[src/rtl/param_reg_file_pkg.sv]
// Shared types for the parameterised register file: function-select encodings.
// Imported by the interface, the register cell and the top level.
package param_reg_file_pkg;

    typedef enum logic [1:0] {
        FUN_CLR  = 2'b00,
        FUN_LOAD = 2'b01,
        FUN_DEC  = 2'b10,
        FUN_INC  = 2'b11
    } fun_e;

    localparam int FUN_W = 2;

endpackage

[src/rtl/param_reg_file_if.sv]
// Command/read bus of the register file; master drives commands, slave returns read data.
// No handshake: one command per cycle, outputs valid one cycle after the edge.
interface param_reg_file_if
    import param_reg_file_pkg::*;
#(
    parameter int WIDTH = 8,
    parameter int NREG  = 8
);
    localparam int SELW = $clog2(NREG);

    logic             en;
    logic [FUN_W-1:0] fun_sel;
    logic [NREG-1:0]  reg_sel;
    logic [WIDTH-1:0] i_data;
    logic [SELW-1:0]  o1_sel;
    logic [SELW-1:0]  o2_sel;
    logic [WIDTH-1:0] o1;
    logic [WIDTH-1:0] o2;
    logic             o1_zero;
    logic             ovf;

    modport master (
        output en, fun_sel, reg_sel, i_data, o1_sel, o2_sel,
        input  o1, o2, o1_zero, ovf
    );

    modport slave (
        input  en, fun_sel, reg_sel, i_data, o1_sel, o2_sel,
        output o1, o2, o1_zero, ovf
    );

endinterface

[src/rtl/param_reg_file_reg_cell.sv]
// One WIDTH-bit register with clear/load/inc/dec, wrap or saturate; next value exposed for read bypass.
// Latency 1 cycle; no backpressure, an update is accepted on every enabled edge.
module reg_cell
    import param_reg_file_pkg::*;
#(
    parameter int WIDTH = 8,
    parameter int SAT   = 0
) (
    input  logic             clk,
    input  logic             rst,
    input  logic             i_upd,
    input  fun_e             i_fun,
    input  logic [WIDTH-1:0] i_data,
    output logic [WIDTH-1:0] o_nxt,
    output logic             o_ovf_event
);
    localparam logic [WIDTH-1:0] ONE = {{(WIDTH-1){1'b0}}, 1'b1};

    logic [WIDTH-1:0] r_q;
    logic [WIDTH-1:0] w_nxt;
    logic             w_ovf;

    always_comb begin
        w_nxt = r_q;
        w_ovf = 1'b0;
        if (i_upd) begin
            case (i_fun)
                FUN_CLR:  w_nxt = '0;
                FUN_LOAD: w_nxt = i_data;
                FUN_DEC: begin
                    if (r_q == '0) begin
                        w_ovf = 1'b1;
                        w_nxt = (SAT != 0) ? r_q : '1;
                    end else begin
                        w_nxt = r_q - ONE;
                    end
                end
                FUN_INC: begin
                    // Overflow is flagged at the boundary even when saturating
                    if (r_q == '1) begin
                        w_ovf = 1'b1;
                        w_nxt = (SAT != 0) ? r_q : '0;
                    end else begin
                        w_nxt = r_q + ONE;
                    end
                end
            endcase
        end
    end

    always_ff @(posedge clk or posedge rst) begin
        if (rst) begin
            r_q <= '0;
        end else begin
            r_q <= w_nxt;
        end
    end

    assign o_nxt       = w_nxt;
    assign o_ovf_event = w_ovf;

endmodule

[src/rtl/param_reg_file.sv]
// NREG-entry register file with multi-select update and two registered write-through read ports.
// Latency 1 cycle; no backpressure, a command is consumed on every clock edge.
module param_reg_file
    import param_reg_file_pkg::*;
#(
    parameter int WIDTH = 8,
    parameter int NREG  = 8,
    parameter int SAT   = 0
) (
    input  logic            clk,
    input  logic            rst,
    param_reg_file_if.slave bus
);
    localparam int SELW = $clog2(NREG);

    logic [WIDTH-1:0] w_nxt [NREG];
    logic [NREG-1:0]  w_ovf_evt;
    logic [WIDTH-1:0] w_rd1;
    logic [WIDTH-1:0] w_rd2;
    fun_e             w_fun;

    logic [WIDTH-1:0] r_o1;
    logic [WIDTH-1:0] r_o2;
    logic             r_o1_zero;
    logic             r_ovf;

    assign w_fun = fun_e'(bus.fun_sel);

    for (genvar k = 0; k < NREG; k++) begin : g_cell
        reg_cell #(
            .WIDTH (WIDTH),
            .SAT   (SAT)
        ) u_cell (
            .clk         (clk),
            .rst         (rst),
            .i_upd       (bus.en & bus.reg_sel[k]),
            .i_fun       (w_fun),
            .i_data      (bus.i_data),
            .o_nxt       (w_nxt[k]),
            .o_ovf_event (w_ovf_evt[k])
        );
    end

    // Muxing the cells' next values gives write-through; unmatched indices read 0
    always_comb begin
        w_rd1 = '0;
        w_rd2 = '0;
        for (int k = 0; k < NREG; k++) begin
            if (bus.o1_sel == SELW'(k)) w_rd1 = w_nxt[k];
            if (bus.o2_sel == SELW'(k)) w_rd2 = w_nxt[k];
        end
    end

    always_ff @(posedge clk or posedge rst) begin
        if (rst) begin
            r_o1      <= '0;
            r_o2      <= '0;
            r_o1_zero <= 1'b1;
            r_ovf     <= 1'b0;
        end else begin
            r_o1      <= w_rd1;
            r_o2      <= w_rd2;
            r_o1_zero <= (w_rd1 == '0);
            r_ovf     <= |w_ovf_evt;
        end
    end

    assign bus.o1      = r_o1;
    assign bus.o2      = r_o2;
    assign bus.o1_zero = r_o1_zero;
    assign bus.ovf     = r_ovf;

endmodule

[src/flat_wrapper.sv]
// flat-port wrapper written by rule: the top's interface ports become plain ports
module param_reg_file_flat import param_reg_file_pkg::*;
#(
    parameter int WIDTH = 8,
    parameter int NREG  = 8,
    parameter int SAT   = 0
)
  (clk, rst, bus_en, bus_fun_sel, bus_reg_sel, bus_i_data, bus_o1_sel, bus_o2_sel, bus_o1, bus_o2, bus_o1_zero, bus_ovf);
  param_reg_file_if #(.WIDTH(WIDTH), .NREG(NREG)) bus_i ();
  input  logic clk;
  input  logic rst;
  input wire logic [$bits(bus_i.en)-1:0] bus_en;
  input wire logic [$bits(bus_i.fun_sel)-1:0] bus_fun_sel;
  input wire logic [$bits(bus_i.reg_sel)-1:0] bus_reg_sel;
  input wire logic [$bits(bus_i.i_data)-1:0] bus_i_data;
  input wire logic [$bits(bus_i.o1_sel)-1:0] bus_o1_sel;
  input wire logic [$bits(bus_i.o2_sel)-1:0] bus_o2_sel;
  output wire logic [$bits(bus_i.o1)-1:0] bus_o1;
  output wire logic [$bits(bus_i.o2)-1:0] bus_o2;
  output wire logic [$bits(bus_i.o1_zero)-1:0] bus_o1_zero;
  output wire logic [$bits(bus_i.ovf)-1:0] bus_ovf;
  assign bus_i.en = bus_en;
  assign bus_i.fun_sel = bus_fun_sel;
  assign bus_i.reg_sel = bus_reg_sel;
  assign bus_i.i_data = bus_i_data;
  assign bus_i.o1_sel = bus_o1_sel;
  assign bus_i.o2_sel = bus_o2_sel;
  assign bus_o1 = bus_i.o1;
  assign bus_o2 = bus_i.o2;
  assign bus_o1_zero = bus_i.o1_zero;
  assign bus_ovf = bus_i.ovf;
  param_reg_file #(.WIDTH(WIDTH), .NREG(NREG), .SAT(SAT)) u_core (.clk(clk), .rst(rst), .bus(bus_i));
endmodule
[config.mk]
export PLATFORM = sky130hd
export DESIGN_NAME = param_reg_file_flat
export DESIGN_NICKNAME = d
export VERILOG_FILES = /design/src/rtl/param_reg_file_pkg.sv /design/src/rtl/param_reg_file_if.sv /design/src/rtl/param_reg_file_reg_cell.sv /design/src/rtl/param_reg_file.sv /design/src/flat_wrapper.sv
export SDC_FILE = /design/constraint.sdc
export NUM_CORES = 1
export LEC_CHECK = 0
export ABC_AREA = 1
export CORE_MARGIN = 5
export CORE_UTILIZATION = 50
export CTS_CLUSTER_SIZE = 8
export DETAILED_ROUTE_END_ITERATION = 12
export MAX_ROUTING_LAYER = met4
export PLACE_DENSITY_LB_ADDON = 0.15
export SYNTH_ARGS = -nofsm -noshare
export SYNTH_HDL_FRONTEND = slang
export SYNTH_HIERARCHICAL = 1
export SYNTH_SLANG_ARGS = --single-unit
export TNS_END_PERCENT = 1
[constraint.sdc]
create_clock -name clk -period 4.4 [get_ports clk]
set_input_delay 1.32 -clock clk [delete_from_list [all_inputs] [get_ports clk]]
set_output_delay 1.32 -clock clk [all_outputs]
set_load 0.005 [all_outputs]
==> results of run 1 <==
## power by group through the flow
stage / Clock, W / Combinational (W) / Sequential, W
2_1_floorplan: 0 / 0.00129 / 0.00110
5_1_grt: 0.000875 / 0.00191 / 0.00124
6_report: 0.000838 / 0.00173 / 0.00121
3_3_place_gp: 0 / 0.00169 / 0.00122
4_1_cts: 0.000847 / 0.00171 / 0.00121
3_5_place_dp: 0 / 0.00169 / 0.00121
## worst paths after layout
path	from	endpoint	slack, ps	depth (start not counted)
worst max-delay path	bus_fun_sel[0]	u_core/bus.o1_zero$_DFF_PP1_	750	18
worst min-delay path	u_core/g_cell[6].u_cell/r_q[0]$_DFF_PP0_	u_core/g_cell[6].u_cell/r_q[0]$_DFF_PP0_	640	2
worst max register to register	u_core/g_cell[3].u_cell/r_q[0]$_DFF_PP0_	u_core/bus.o1_zero$_DFF_PP1_	1940	17
worst min register to register	u_core/g_cell[6].u_cell/r_q[0]$_DFF_PP0_	u_core/g_cell[6].u_cell/r_q[0]$_DFF_PP0_	640	2
max in group asynchronous	rst	u_core/bus.o2[0]$_DFF_PP0_	2300	3
min in group asynchronous	rst	u_core/g_cell[1].u_cell/r_q[0]$_DFF_PP0_	1450	3
## logic make-up after synthesis
| kind of cell | Yosys count |
|---|---|
| adders and majority gates | 24 |
| buffers and inverters | 204 |
| xor gates and xnor gates | 9 |
| DFF | 82 |
| and+or+nand+nor | 835 |
| AOI/OAI and AO/OA | 186 |
## cells in the mapped netlist
library cell,instances
dfrtp_1,81
or2_2,8
o2111ai_1,1
nand2_2,18
nand3_1,170
nor3_4,2
ha_1,24
nand3_2,1
inv_2,55
o21ai_2,1
clkinv_1,2
buf_4,14
nand2_1,422
dfstp_2,1
o21bai_1,2
xor2_1,3
nor2_4,4
nor2_2,28
nor3_2,2
a21oi_1,72
inv_1,119
buf_2,6
nor2_1,98
buf_6,5
a21oi_2,8
o211ai_1,6
nor4_1,2
nand3_4,6
o21ai_0,63
o21ai_1,30
nor2_8,6
nand4_1,57
nor3_1,5
nand2_4,6
a221oi_1,2
a22oi_1,1
clkinv_2,1
clkbuf_1,2
xnor2_1,6
## stage by stage
stage	utilization	std cells	setup slack (ps)	instance area, um^2	hold WS, ps
6_report	0.5631	1609	751.5	9206	637.0
3_3_place_gp	0.5424	1593	468.3	8867	608.6
3_5_place_dp	0.5424	1593	456.7	8867	605.3
4_1_cts	0.5631	1609	804.5	9206	630.7
2_1_floorplan	-	1340	1692	8230	537.7
5_1_grt	0.5631	1609	553.0	9206	655.0
## worst register-to-register path: stages (launching register included)
cell and delay, ps:
dfrtp_1 430, inv_1 140, ha_1 240, inv_1 70, nor2_2 50, o21ai_1 120
nand2_1 70, nand2_1 80, nand3_1 70, nand2_1 60, nand2_1 150, nand4_1 140
nand4_1 110, nor2_1 180, nand4_1 180, nor2_1 150, nand2_1 70, nor2_1 90
## metal layers
layer,track usage,wire [um]
met2,0.4437,12480
met3,0.03798,2305
met5,-,0
met1,0.3912,11730
met4,0.09412,953
## flip-flops by register name (all words and copies together) (netlist names)
signal,flops
u_core/bus.o1,8
u_core/bus.o1_zero,1
u_core/bus.o2,8
u_core/bus.ovf,1
u_core/g_cell.u_cell/r_q,64
## final cells by class
| cell class | instances | area, um^2 |
|---|---|---|
| Timing Repair Buffer | 60 | 560.5 |
| Multi-Input combinational cell | 1054 | 5313 |
| Fill cell | 1673 | 7142 |
| Tap cell | 220 | 275.3 |
| Sequential cell | 82 | 2053 |
| Clock inverter | 4 | 72.57 |
| Inverter | 177 | 665.6 |
| Clock buffer | 12 | 266.5 |
==> flow_summary_export.csv, run 1 <==
group,metric,value,unit
cells_and_area,area_growth,11.86,%
global_routing,grt-ovfl-total,0,
floorplanning,ios,45,
synth,synthCells,1340,
cts,cts_buffers,9,
power_and_ir_drop,comb_power_share,0.457,
worst_setup_path,crit_family,"simple AND/OR/NAND/NOR gates",
synth,yosysTopAreaCell,"dfrtp_1",
power_and_ir_drop,netSwitchingPower,0.001700,W
power_and_ir_drop,intPower,0.002079,W
worst_setup_path,crit_arrival,3930,ps
worst_setup_path,worst_path_largest_cell_delay,750,ps
sta,drv_slew,0,
floorplanning,core-area,16350,um^2
synth,synth_fa_ha_area_frac,0.03649,
placed_design,dp_hpwl,21570,um
sta,finalHoldViolCount,0,
synth,synth_top_cell_area_share,0.2463,
sta,fmax,274.1,MHz
cts,htree_levels,3,
detailed_routing,routed_wl,27470,um
worst_setup_path,crit_buf_inv,5,
worst_setup_path,required,4680,ps
floorplanning,dieArea,19130,um^2
cells_and_area,layout_common_cells,"nand2_1 (422), nand3_1 (170), inv_1 (119)",
sta,fin_tns_setup,0,ps
hold_path,min_path_type,"flip-flop to flip-flop",
floorplanning,dieHeight,138.3,um
detailed_routing,postRouteAntennaNets,0,
power_and_ir_drop,power.sequential.fraction,0.321,
detailed_routing,wl_per_cell,17.07,um
status,outcome,"completed",
synth,synthesis.nets,1391,
global_routing,grt_pass1_vias,8165,
synth,synth_top_family_by_area,"simple AND/OR/NAND/NOR gates",
sta,layout_min_cycle_time,3648,ps
synth,synth-simple-area-share,0.4781,
global_routing,grt_max_degree,30,
worst_setup_path,cp_slowest_cell,"clkdlybuf4s50_1",
global_routing,grt_pass1_wl,43360,um
sta,worst_pin_slew,1006,ps
synth,synth_area,8230,um^2
cts,cts_tree,"done",
sta,finClkSkew,5.697,ps
worst_setup_path,crit_type,"input port to flip-flop",
power_and_ir_drop,clkPwrFrac,0.222,
detailed_routing,drt_iter0_markers,1199,
power_and_ir_drop,p_per_area,410.5,nW/um^2
power_and_ir_drop,finalPower,0.003779,W
worst_setup_path,cp_max_fo,9,
cts,clk_path_buf_depth,2,
global_routing,antenna_found_initial,0,
detailed_routing,vias,9181,
cts,clk_pin_slew_worst_paths,60,ps
synth,yosysSeqAreaShare,0.2495,
placed_design,numPortBuffers,44,
sta,min_period_over_period,0.8292,
synth,synthTopCellsByArea,"dfrtp_1 (25%), nand2_1 (19%), nand3_1 (10%)",
synth,synth-compound-area-share,0.1213,
sta,setup_viol_count_final,0,
synth,synth.ff_latch_count,82,
job,maxCapViolations,0,
synth,synth_warnings,6,
detailed_routing,avgViaCountPerCell,5.706,
cts,clock_latency,340,ps
power_and_ir_drop,p_sw_frac,0.4499,
cts,cts_sinks,82,
sta,grt_setup_unrepaired,"false",
sta,slew_headroom,0.3243,
worst_setup_path,critical_path.cell_chain,"clkdlybuf4s50_1 -> buf_4 -> inv_1 -> nand2_1 -> inv_2 -> nand3_4 -> inv_2 -> a21oi_1 -> nand3_1 -> nand2_1 -> nand2_1 -> nand3_1 -> nand4_1 -> nor2_1 -> nand4_1 -> nor2_1 -> nand2_1 -> nor2_1",
cells_and_area,nNetsFinal,1435,
synth,ys_types,39,
floorplanning,die_w,138.3,um
worst_setup_path,start_kind,"input port",
detailed_routing,drcViolationCount,0,
global_routing,gr-usage-all-layers,0.2869,
floorplanning,start_util,0.5034,
synth,synth_xor_area_frac,0.009577,
cells_and_area,diodes,0,
cells_and_area,layout_commonest_cell,"nand2_1",
floorplanning,rows,47,
placed_design,gp_congestion,1.032,
synth,syn_area_per_cell,6.142,um^2
cts,clockRootBuffer,"clkbuf_16",
detailed_routing,drt_pass1_iterations,5,
worst_setup_path,timing.critical_path.to_type,"flip-flop",
synth,synthMuxAreaShare,0,
cells_and_area,drive_gt1_frac,0.1289,
cts,hold_buffers,0,
power_and_ir_drop,ir_worst_vdd,0.2316,mV
cts,cts_setup_buffers,0,
power_and_ir_drop,power_leakage,4.508,nW
cts,ctsResizeCount,0,
worst_setup_path,crit_top_cell,"nand2_1",
(Power assumes the default switching activity.)
==> run 2, diff against run 1 <==
==> constraint.sdc (replaced) <==
create_clock -name clk -period 3.5 [get_ports clk]
set_input_delay 1.05 -clock clk [delete_from_list [all_inputs] [get_ports clk]]
set_output_delay 1.05 -clock clk [all_outputs]
set_load 0.005 [all_outputs]
==> run 2 against run 1 <==
  * Sequential power up 27%
  * Via count up 0.98%
  * Register-to-register slack worse by 890 ps
  * Sequential share of layout area down 0.59 points
  * Design area up 2.7%
  * Global-route usage up 1.3 points
  * Non-clock buffer count up 35
  * Count of clock-buffer cells in the layout up 1
  * Critical path depth down 5
  * Cell count up 2.2%
  * Clock power up 9.5%
  * Total power up 25%
==> flow_summary_export.csv, run 2 (same netlist as run 1, synthesis figures left out) <==
group,metric,value,unit
status,outcome,"completed",
sta,finClkSkew,8.685,ps
cells_and_area,drive_gt1_frac,0.1482,
worst_setup_path,crit_type,"input port to flip-flop",
cts,cts_setup_buffers,0,
floorplanning,ios,45,
power_and_ir_drop,power_leakage,4.673,nW
cts,clockRootBuffer,"clkbuf_16",
floorplanning,core-area,16350,um^2
detailed_routing,wl_per_cell,17.36,um
cells_and_area,layout_commonest_cell,"nand2_1",
cells_and_area,nNetsFinal,1470,
worst_setup_path,crit_arrival,3500,ps
worst_setup_path,start_kind,"input port",
global_routing,grt-ovfl-total,0,
power_and_ir_drop,ir_worst_vdd,0.3507,mV
worst_setup_path,required,3770,ps
sta,layout_min_cycle_time,3235,ps
floorplanning,dieArea,19130,um^2
sta,setup_viol_count_final,0,
cts,clk_pin_slew_worst_paths,60,ps
detailed_routing,drt_pass1_iterations,5,
placed_design,numPortBuffers,44,
global_routing,grt_pass1_wl,45260,um
worst_setup_path,cp_max_fo,18,
sta,finalHoldViolCount,0,
cts,clk_path_buf_depth,2,
cts,cts_buffers,9,
worst_setup_path,timing.critical_path.to_type,"flip-flop",
cts,cts_tree,"done",
hold_path,min_path_type,"flip-flop to flip-flop",
sta,slew_headroom,0.2923,
placed_design,dp_hpwl,22720,um
detailed_routing,avgViaCountPerCell,5.639,
cells_and_area,largest_register_ffs,64,
global_routing,grt_max_degree,30,
detailed_routing,drt_iter0_markers,858,
cts,hold_buffers,0,
floorplanning,start_util,0.5034,
global_routing,grt_pass1_vias,8487,
placed_design,gp_congestion,1.020,
sta,drv_slew,0,
floorplanning,die_w,138.3,um
sta,min_period_over_period,0.9242,
detailed_routing,vias,9271,
sta,worst_pin_slew,1053,ps
sta,fin_hold_ws,642.2,ps
job,maxCapViolations,0,
sta,fin_tns_setup,0,ps
cells_and_area,top_register,"u_core/g_cell.u_cell/r_q",
cells_and_area,layout_common_cells,"nand2_1 (422), nand3_1 (170), inv_1 (119)",
floorplanning,dieHeight,138.3,um
floorplanning,rows,47,
cells_and_area,area_growth,14.91,%
global_routing,antenna_found_initial,0,
cells_and_area,diodes,0,
detailed_routing,drcViolationCount,0,
detailed_routing,postRouteAntennaNets,0,
detailed_routing,routed_wl,28540,um
sta,grt_setup_unrepaired,"false",
cts,cts_sinks,82,
global_routing,gr-usage-all-layers,0.3004,
cts,htree_levels,3,
sta,fmax,309.2,MHz
power_and_ir_drop,p_per_area,499.4,nW/um^2
cts,ctsResizeCount,0,
cts,clock_latency,330,ps
==> run 2: final timing paths <==
kind	start	to	slack, ps	cells past startpoint
worst max-delay path	bus_fun_sel[0]	u_core/bus.o1_zero$_DFF_PP1_	270	13
worst min-delay path	u_core/g_cell[1].u_cell/r_q[7]$_DFF_PP0_	u_core/g_cell[1].u_cell/r_q[7]$_DFF_PP0_	640	2
worst max register to register	u_core/g_cell[2].u_cell/r_q[0]$_DFF_PP0_	u_core/bus.o1_zero$_DFF_PP1_	1050	17
worst min register to register	u_core/g_cell[1].u_cell/r_q[7]$_DFF_PP0_	u_core/g_cell[1].u_cell/r_q[7]$_DFF_PP0_	640	2
max in group asynchronous	rst	u_core/bus.o1_zero$_DFF_PP1_	1720	4
min in group asynchronous	rst	u_core/g_cell[1].u_cell/r_q[3]$_DFF_PP0_	1170	3
==> run 2: worst max-delay path: stages <==
cell and delay [ps]:
clkdlybuf4s50_1 500, buf_12 190, inv_1 70, nor2_1 420, a21oi_1 140, o21ai_0 480
nand3_1 140, nand4_1 140, nor2_1 70, nand4_1 120, nor2_1 70, nand2_1 60
nor2_1 40
==> run 2: per-stage QoR <==
| step | setup slack, ps | total power [W] | instance area [um^2] | instances | utilization |
|---|---|---|---|---|---|
| 4_1_cts | 328.2 | 0.004705 | 9458 | 1644 | 0.5785 |
| 2_1_floorplan | 1062 | 0.002996 | 8230 | 1340 | - |
| 3_5_place_dp | 0.08482 | 0.003769 | 9168 | 1628 | 0.5608 |
| 5_1_grt | 121.8 | 0.005063 | 9458 | 1644 | 0.5785 |
| 3_3_place_gp | -37.36 | 0.003770 | 9168 | 1628 | 0.5608 |
| 6_report | 265.4 | 0.004723 | 9458 | 1644 | 0.5785 |
==> run 2: routing by layer <==
metal	GRT usage	share of wire
met2	0.4820	0.46
met1	0.4007	0.43
met4	0.07904	0.031
met5	-	0
met3	0.04351	0.074
==> run 2: layout make-up <==
cell class | count | area [um^2]
fillers | 1655 | 6890
flip-flops and latches | 82 | 2053
well taps | 220 | 275.3
clock inverters | 3 | 40.04
clock buffers | 13 | 250.2
inverters | 177 | 665.6
repair buffers | 95 | 860.8
multi-input cells | 1054 | 5313
==> run 2: power by group <==
part	internal (W)	switching [W]
sequential	0.00117	0.000372
combinational	0.000831	0.00144
clock	0.000570	0.000348
